$ cat config.mk
export PLATFORM = sky130hd
export DESIGN_NAME = bus_grant_sequencer
export DESIGN_NICKNAME = d
export VERILOG_FILES = /design/src/rtl/bus_grant_sequencer.sv
export SDC_FILE = /design/constraint.sdc
export NUM_CORES = 1
export LEC_CHECK = 0
export CAP_MARGIN = 5
export CORE_MARGIN = 10
export CORE_UTILIZATION = 49
export DETAILED_ROUTE_END_ITERATION = 7
export PLACE_DENSITY_LB_ADDON = 0.1
export RECOVER_POWER = 25
export SLEW_MARGIN = 20
export SYNTH_ARGS = -nofsm -noshare
export SYNTH_HDL_FRONTEND = slang
export SYNTH_SLANG_ARGS = --single-unit
$ cat constraint.sdc
create_clock -name clk -period 10.3 [get_ports clk]
set_input_delay 1.545 -clock clk [delete_from_list [all_inputs] [get_ports clk]]
set_output_delay 1.545 -clock clk [all_outputs]
set_load 0.005 [all_outputs]
$ cat src/rtl/bus_grant_sequencer.sv
// rtl/bus_grant_sequencer.sv - round-robin grant sequencer for an 8-source shared tri-state bus
//
// Purpose:
//   Arbitrates eight bus sources round-robin and drives the select/enable pair
//   of a 3->8 decoder that gates the source output enables. At most one source
//   is granted, each grant is bounded to MAX_HOLD cycles, and TURNAROUND dead
//   cycles separate consecutive owners.
//
// Ports:
//   clk      in   system clock, rising edge
//   rst      in   synchronous active-high reset
//   REQ      in   [7:0] per-source request, bit i = source i
//   RELEASE  in   current owner gives up the bus (ignored with no owner)
//   SEL      out  [2:0] granted source index (decoder A inputs)
//   EN       out  decoder enable, high only while a grant is active
//   GNT      out  [7:0] one-hot grant, (1 << SEL) when EN else 0
//   BUSY     out  high while granting or in the turnaround gap
//   TIMEOUT  out  one-cycle pulse when a grant is revoked by hold expiry

module bus_grant_sequencer #(
    parameter int MAX_HOLD   = 16,
    parameter int TURNAROUND = 1
) (
    input  logic       clk,
    input  logic       rst,
    input  logic [7:0] REQ,
    input  logic       RELEASE,
    output logic [2:0] SEL,
    output logic       EN,
    output logic [7:0] GNT,
    output logic       BUSY,
    output logic       TIMEOUT
);

    typedef enum logic [1:0] {
        ST_IDLE  = 2'd0,
        ST_GRANT = 2'd1,
        ST_TURN  = 2'd2
    } state_t;

    localparam logic [7:0] HOLD_MAX = 8'(MAX_HOLD);
    localparam bit         HAS_TURN = (TURNAROUND != 0);
    // The turn counter counts down to zero and arbitration happens on the
    // cycle it reads zero, so loading TURNAROUND-1 yields TURNAROUND dead cycles.
    localparam logic [2:0] TURN_LOAD = 3'(TURNAROUND - 1);

    state_t     state_q, state_d;
    logic [2:0] sel_q, sel_d;
    logic [2:0] ptr_q, ptr_d;
    logic [2:0] turn_q, turn_d;
    logic [7:0] hold_q, hold_d;
    logic       timeout_q, timeout_d;

    logic       found;
    logic [2:0] winner;
    logic       arb;
    logic       leave;
    logic       expired;

    // Rotating priority search starting at ptr_q. Scanning from the farthest
    // offset down lets the nearest requester overwrite earlier candidates.
    always_comb begin
        found  = 1'b0;
        winner = ptr_q;
        for (int k = 7; k >= 0; k--) begin
            if (REQ[ptr_q + 3'(k)]) begin
                found  = 1'b1;
                winner = ptr_q + 3'(k);
            end
        end
    end

    always_comb begin
        state_d   = state_q;
        sel_d     = sel_q;
        ptr_d     = ptr_q;
        turn_d    = turn_q;
        hold_d    = hold_q;
        timeout_d = 1'b0;
        arb       = 1'b0;
        leave     = RELEASE || !REQ[sel_q] || (hold_q == HOLD_MAX);
        // Expiry only counts when neither higher-priority exit applies.
        expired   = !RELEASE && REQ[sel_q] && (hold_q == HOLD_MAX);

        case (state_q)
            ST_IDLE: begin
                arb = 1'b1;
            end
            ST_GRANT: begin
                if (leave) begin
                    hold_d    = 8'd0;
                    timeout_d = expired;
                    if (HAS_TURN) begin
                        state_d = ST_TURN;
                        turn_d  = TURN_LOAD;
                    end else if (expired) begin
                        // A revoked grant always shows one cycle with EN low so
                        // the TIMEOUT pulse never overlaps an active grant.
                        state_d = ST_IDLE;
                    end else begin
                        arb = 1'b1;
                    end
                end else if (hold_q < HOLD_MAX) begin
                    hold_d = hold_q + 8'd1;
                end
            end
            ST_TURN: begin
                if (turn_q == 3'd0) begin
                    arb = 1'b1;
                end else begin
                    turn_d = turn_q - 3'd1;
                end
            end
            default: begin
                state_d = ST_IDLE;
            end
        endcase

        if (arb) begin
            if (found) begin
                state_d = ST_GRANT;
                sel_d   = winner;
                hold_d  = 8'd1;
                ptr_d   = winner + 3'd1;
            end else begin
                state_d = ST_IDLE;
            end
        end
    end

    always_ff @(posedge clk) begin
        if (rst) begin
            state_q   <= ST_IDLE;
            sel_q     <= 3'd0;
            ptr_q     <= 3'd0;
            turn_q    <= 3'd0;
            hold_q    <= 8'd0;
            timeout_q <= 1'b0;
        end else begin
            state_q   <= state_d;
            sel_q     <= sel_d;
            ptr_q     <= ptr_d;
            turn_q    <= turn_d;
            hold_q    <= hold_d;
            timeout_q <= timeout_d;
        end
    end

    assign SEL     = sel_q;
    assign EN      = (state_q == ST_GRANT);
    assign GNT     = EN ? (8'b1 << sel_q) : 8'b0;
    assign BUSY    = (state_q != ST_IDLE);
    assign TIMEOUT = timeout_q;

`ifdef FORMAL
    always_comb begin
        assert ($onehot0(GNT));
        assert (GNT == (EN ? (8'b1 << SEL) : 8'b0));
        assert (!EN || (state_q == ST_GRANT));
        assert (hold_q <= HOLD_MAX);
        assert (!TIMEOUT || !EN);
    end
`endif

endmodule

== Yosys cells after proc, flatten, opt, wreduce, memory -nomap -nowiden ==
Index checks and enable logic that the tools add are counted.
Operators by class
  equality and inequality tests: 7
  magnitude comparators: 10
  $add $sub $neg: 10
  shifts and indexed selects: 1
  multiplexer cells: 49
  bitwise gates (word level): 2
  reduce and logical (&&, ||, !) cells: 15
Operator list (count)
  8-bit 2-to-1 mux: 6
  3-bit by 4-bit less-than comparator with 1-bit output (second input constant): 9
  3-bit 2-to-1 mux: 10
  1-bit binary-select mux with 3-bit select: 9
  1-bit 2-to-1 mux: 19
  3-bit adder (second input constant): 4
  8-bit by 1-bit adder with 8-bit output (second input constant): 1
  8-bit by 5-bit == test with 1-bit output (second input constant): 1
  8-bit by 5-bit less-than comparator with 1-bit output (second input constant): 1
  1-bit by 3-bit << shifter with 8-bit output (first input constant): 1
  3-bit by 1-bit adder with 3-bit output (second input constant): 2
  3-bit by 2-bit adder with 3-bit output (second input constant): 2
  3-bit case mux with 2 select lines: 1
  2-bit 2-to-1 mux: 2
  2-bit by 1-bit inequality test with 1-bit output (second input constant): 2
  2-bit case mux with 2 select lines: 1
  2-bit AND reduction: 2
  2-bit nonzero test: 2
  3-bit logical NOT: 1
  3-bit by 1-bit inequality test with 1-bit output (second input constant): 1
  3-bit AND reduction: 1
  3-bit OR reduction: 1
  3-bit by 1-bit subtractor with 3-bit output (second input constant): 1
  2-bit by 1-bit == test with 1-bit output (second input constant): 1
  9 further kinds: 13
Storage, ports and cells
  word-level logic and storage cells: 100
  bits of input ports: 11
  register bits after elaboration: 20

== Depth between registers and ports, before layout ==
  word-level depth: 13
  depth in mapped cells: 15
  depth with buffers taken out: 12

== Least setup slack after synthesis ==
OpenSTA, ideal clock, no wires.
  path type: input-to-reg
  start point: in REQ[4]
  end point: reg ptr_q[2]
  data required time: 10212 ps
  stages: 10
  setup time: 88 ps
  path buffers: 0
  arrival: 3652 ps
  setup slack: 6560 ps
  path through: mux4_2 mux2_2 a21oi_1 o22ai_1 a2111oi_0 nor2_1 inv_1 ha_1 a21bo_1 a311oi_2
Between the ends
  word-level cells in the longest chain between the ends: 11
  elaborated cells between the ends (all ways): 34
RTL lines
  start: declaration: line 26  | input logic [7:0] REQ,
  1-bit binary-select mux with 3-bit select: line 66  | if (REQ[ptr_q + 3'(k)]) begin
  1-bit 2-to-1 mux (not written as such): line 66
  3-bit 2-to-1 mux (7 in series): line 66
  3-bit 2-to-1 mux *: line 66
  via winner[1]: line 55  | logic [2:0] winner;
  3-bit by 1-bit adder with 3-bit output *: line 124  | ptr_d = winner + 3'd1;
  end signal: assignment: line 142  | ptr_q <= ptr_d;
  end: declaration: line 49  | logic [2:0] ptr_q, ptr_d;
The timed path passes the listed nets; every way through them passes the cells marked *. The select of a mux whose other input is x is not followed.
A chain may end at the register's enable or synchronous reset.

== Worst setup path in the final report ==
  start point: in REQ[3]
  end point: reg ptr_q[2]
Same word-level chain as after synthesis.

==> flow_summary.ini <==
[detailed_routing]
drt_first_pass_iters = 4
num_vias = 1698
wirelength_um = 4560
drt_iter0_markers = 116
ant_nets = 0
drc = 0
wl_per_cell_um = 15.7
vias_per_cell = 5.84

[place]
place_congestion = 0.814
post-place-ws_ps = 5820
hpwl_um = 3480
portBuffers = 24

[cts]
cts_resized = 0
cts_setup_buffers = 0
cts_root_buffer = clkbuf_8
clk_pin_slew_ps = 70
cts_buffer_depth = 2
clk_latency_ps = 260
cts_buffers = 3
hold_buffers = 0
cts_tree = yes
htreeDepth = 1
cts_sinks = 20

[yosys]
synth_seq_cells = 20
synth_edf_count = 0
syn_inst = 227
synth_cell_types = 51
yosysTopAreaCell = dfxtp_1
ys_async_sr_fraction_pct = 0
synthesis.nets = 248
ys_warn_count = 0
synth_area_um2 = 1930
avgSynthCellArea_um2 = 8.51
synth.top_cell.area_share_pct = 20.7
ys_seq_area_share_pct = 20.7
ys.flop_type = dfxtp_1
synthTopCellsByArea = dfxtp_1, mux4_2, ha_1

[setup_path]
cp-start-kind = input pin
slowest_delay_ps = 620
path_max_fanout = 7
path_cells = dlygate4sd3_1 -> mux4_1 -> mux2_2 -> a21oi_1 -> o22ai_1 -> a2111oi_0 -> nor2_1 -> inv_1 -> ha_1 -> a21bo_1 -> a311oi_2
critPathKind = in2reg
cp.arrival_ps = 4460
endpoint_kind = flop
r2r_slack_ps = 6280
required_ps = 10470
critPathSlowestCell = dlygate4sd3_1

[finish]
diodes = 0
nNetsFinal = 265
syn2layout_area_growth_pct = 15.7
drive_above_1_share_pct = 11.1

[global_route]
grt_use_total_pct = 13.7
grt_pass1_vias = 1608
grt_overflow = 0
grt_pass1_wl_um = 7550
grt_max_degree = 21
antenna_found_initial = 0

[power]
power.leakage_uw = 0.000837
ir_drop_mv = 0.137
p_per_area_nw_per_um2 = 270

[timing]
setup_violations = 0
fmax_mhz = 233
fin_skew_ps = 1.50
maxSlewViolCount = 0
fin_crit_ps = 4290
tightestPinTransition_ps = 767
rsz0062_at_grt = false
hold_violations = 0
fin_ws_ps = 6010
finalCritPeriodShare_pct = 41.7
fin_setup_tns_ps = 0
whs_ps = 454
slew_headroom_pct = 48.8

[floorplanning]
rows = 22
pin_count = 25
die_x_um = 82.8
core_area_um2 = 3740
initial_core_util_pct = 51.6
die_h_um = 82.8
dieArea_um2 = 6850

[outcome]
outcome = finished, final reports clean

[min_path]
hold_class = reg2reg

[run]
maxCapViolations = 0
==> routing by layer <==
layer	track usage [%]	wire length, um	vias up
met2	21.6	2160	39
li1	-	-	867
met1	17.9	2040	784
met5	0	0	-
met4	6.02	95	0
met3	2.37	264	8
==> stage by stage <==
stage	std cells	utilization (%)	cell area, um^2	total power [uW]
after global placement	287	57.8	2160	528
after CTS	291	59.7	2240	611
after global routing	291	59.7	2240	662
final	291	59.7	2240	605
after floorplan	227	-	1930	446
after detailed placement	287	57.8	2160	529
==> critical path: cells and delay by family <==
family                   cells  cell delay (ps)
AO/OA/AOI/OAI                5             1060
adder cells (fa/ha/maj)      1              150
buffers and inverters        2              700
multiplexers                 2              910
AND/OR/NAND/NOR              1              100
==> cell usage in the layout, fill, tap and decap left out, types with 7 or more instances in the layout <==
| master | synthesis | routed |
|---|---|---|
| clkdlybuf4s50_1 | 0 | 16 |
| mux2_2 | 7 | 7 |
| inv_1 | 18 | 18 |
| nor2_1 | 24 | 24 |
| nand2_1 | 21 | 21 |
| a21oi_1 | 16 | 16 |
| ha_1 | 10 | 10 |
| dlygate4sd3_1 | 0 | 8 |
| dfxtp_1 | 20 | 20 |
| mux4_2 | 7 | 7 |
| mux2i_1 | 11 | 11 |
==> cells in the mapped netlist (all sizes together) (2+ instances only) <==
cell type  instances
nor2              24
nand2             21
dfxtp             20
inv               18
a21oi             17
mux2i             13
ha                10
mux4              10
buf                9
mux2               8
nor3               6
o21ai              6
a211oi             5
and2               4
clkbuf             4
nand2b             4
nand3              4
o211ai             4
a22oi              3
o22ai              3
xnor2              3
xor2               3
a211o              2
a21boi             2
a311oi             2
a31oi              2
nand3b             2
nor2b              2
nor4               2
or3b               2
==> path summary, 6_finish.rpt <==
path	cells past startpoint	start	end
hold / removal	2	turn_q[1]	turn_q[1]
setup / recovery	11	REQ[3]	ptr_q[2]
setup reg to reg	12	ptr_q[0]	ptr_q[2]
hold reg to reg	2	turn_q[1]	turn_q[1]
==> registers in the layout (all words and copies together) (netlist names) <==
register	flops
state_q	2
turn_q	3
hold_q	8
SEL	3
TIMEOUT	1
ptr_q	3
==> cell families (layout without fill, tap and decap cells) <==
logic type / after synthesis / after routing / synth area share [%]
and+or+nand+nor: 73 / 73 / 17.7
xor gates and xnor gates: 6 / 6 / 2.72
DFF: 20 / 20 / 20.7
buffers and inverters: 31 / 47 / 7.38
muxes: 31 / 31 / 24.5
adders and majority gates: 10 / 10 / 6.48
AOI/OAI and AO/OA: 56 / 56 / 20.5
==> final cells by class <==
| type | instances | area (um^2) |
|---|---|---|
| Tap cell | 48 | 60.1 |
| Multi-Input combinational cell | 176 | 1390 |
| Inverter | 18 | 67.6 |
| Clock inverter | 1 | 30.0 |
| Sequential cell | 20 | 400 |
| Clock buffer | 3 | 41.3 |
| Timing Repair Buffer | 25 | 248 |
| Fill cell | 357 | 1510 |
==> power by group <==
group	internal, uW	switching, uW
Sequential	90.9	38.8
Clock	51.9	25.5
Combinational	186	211
(Power assumes the default switching activity.)
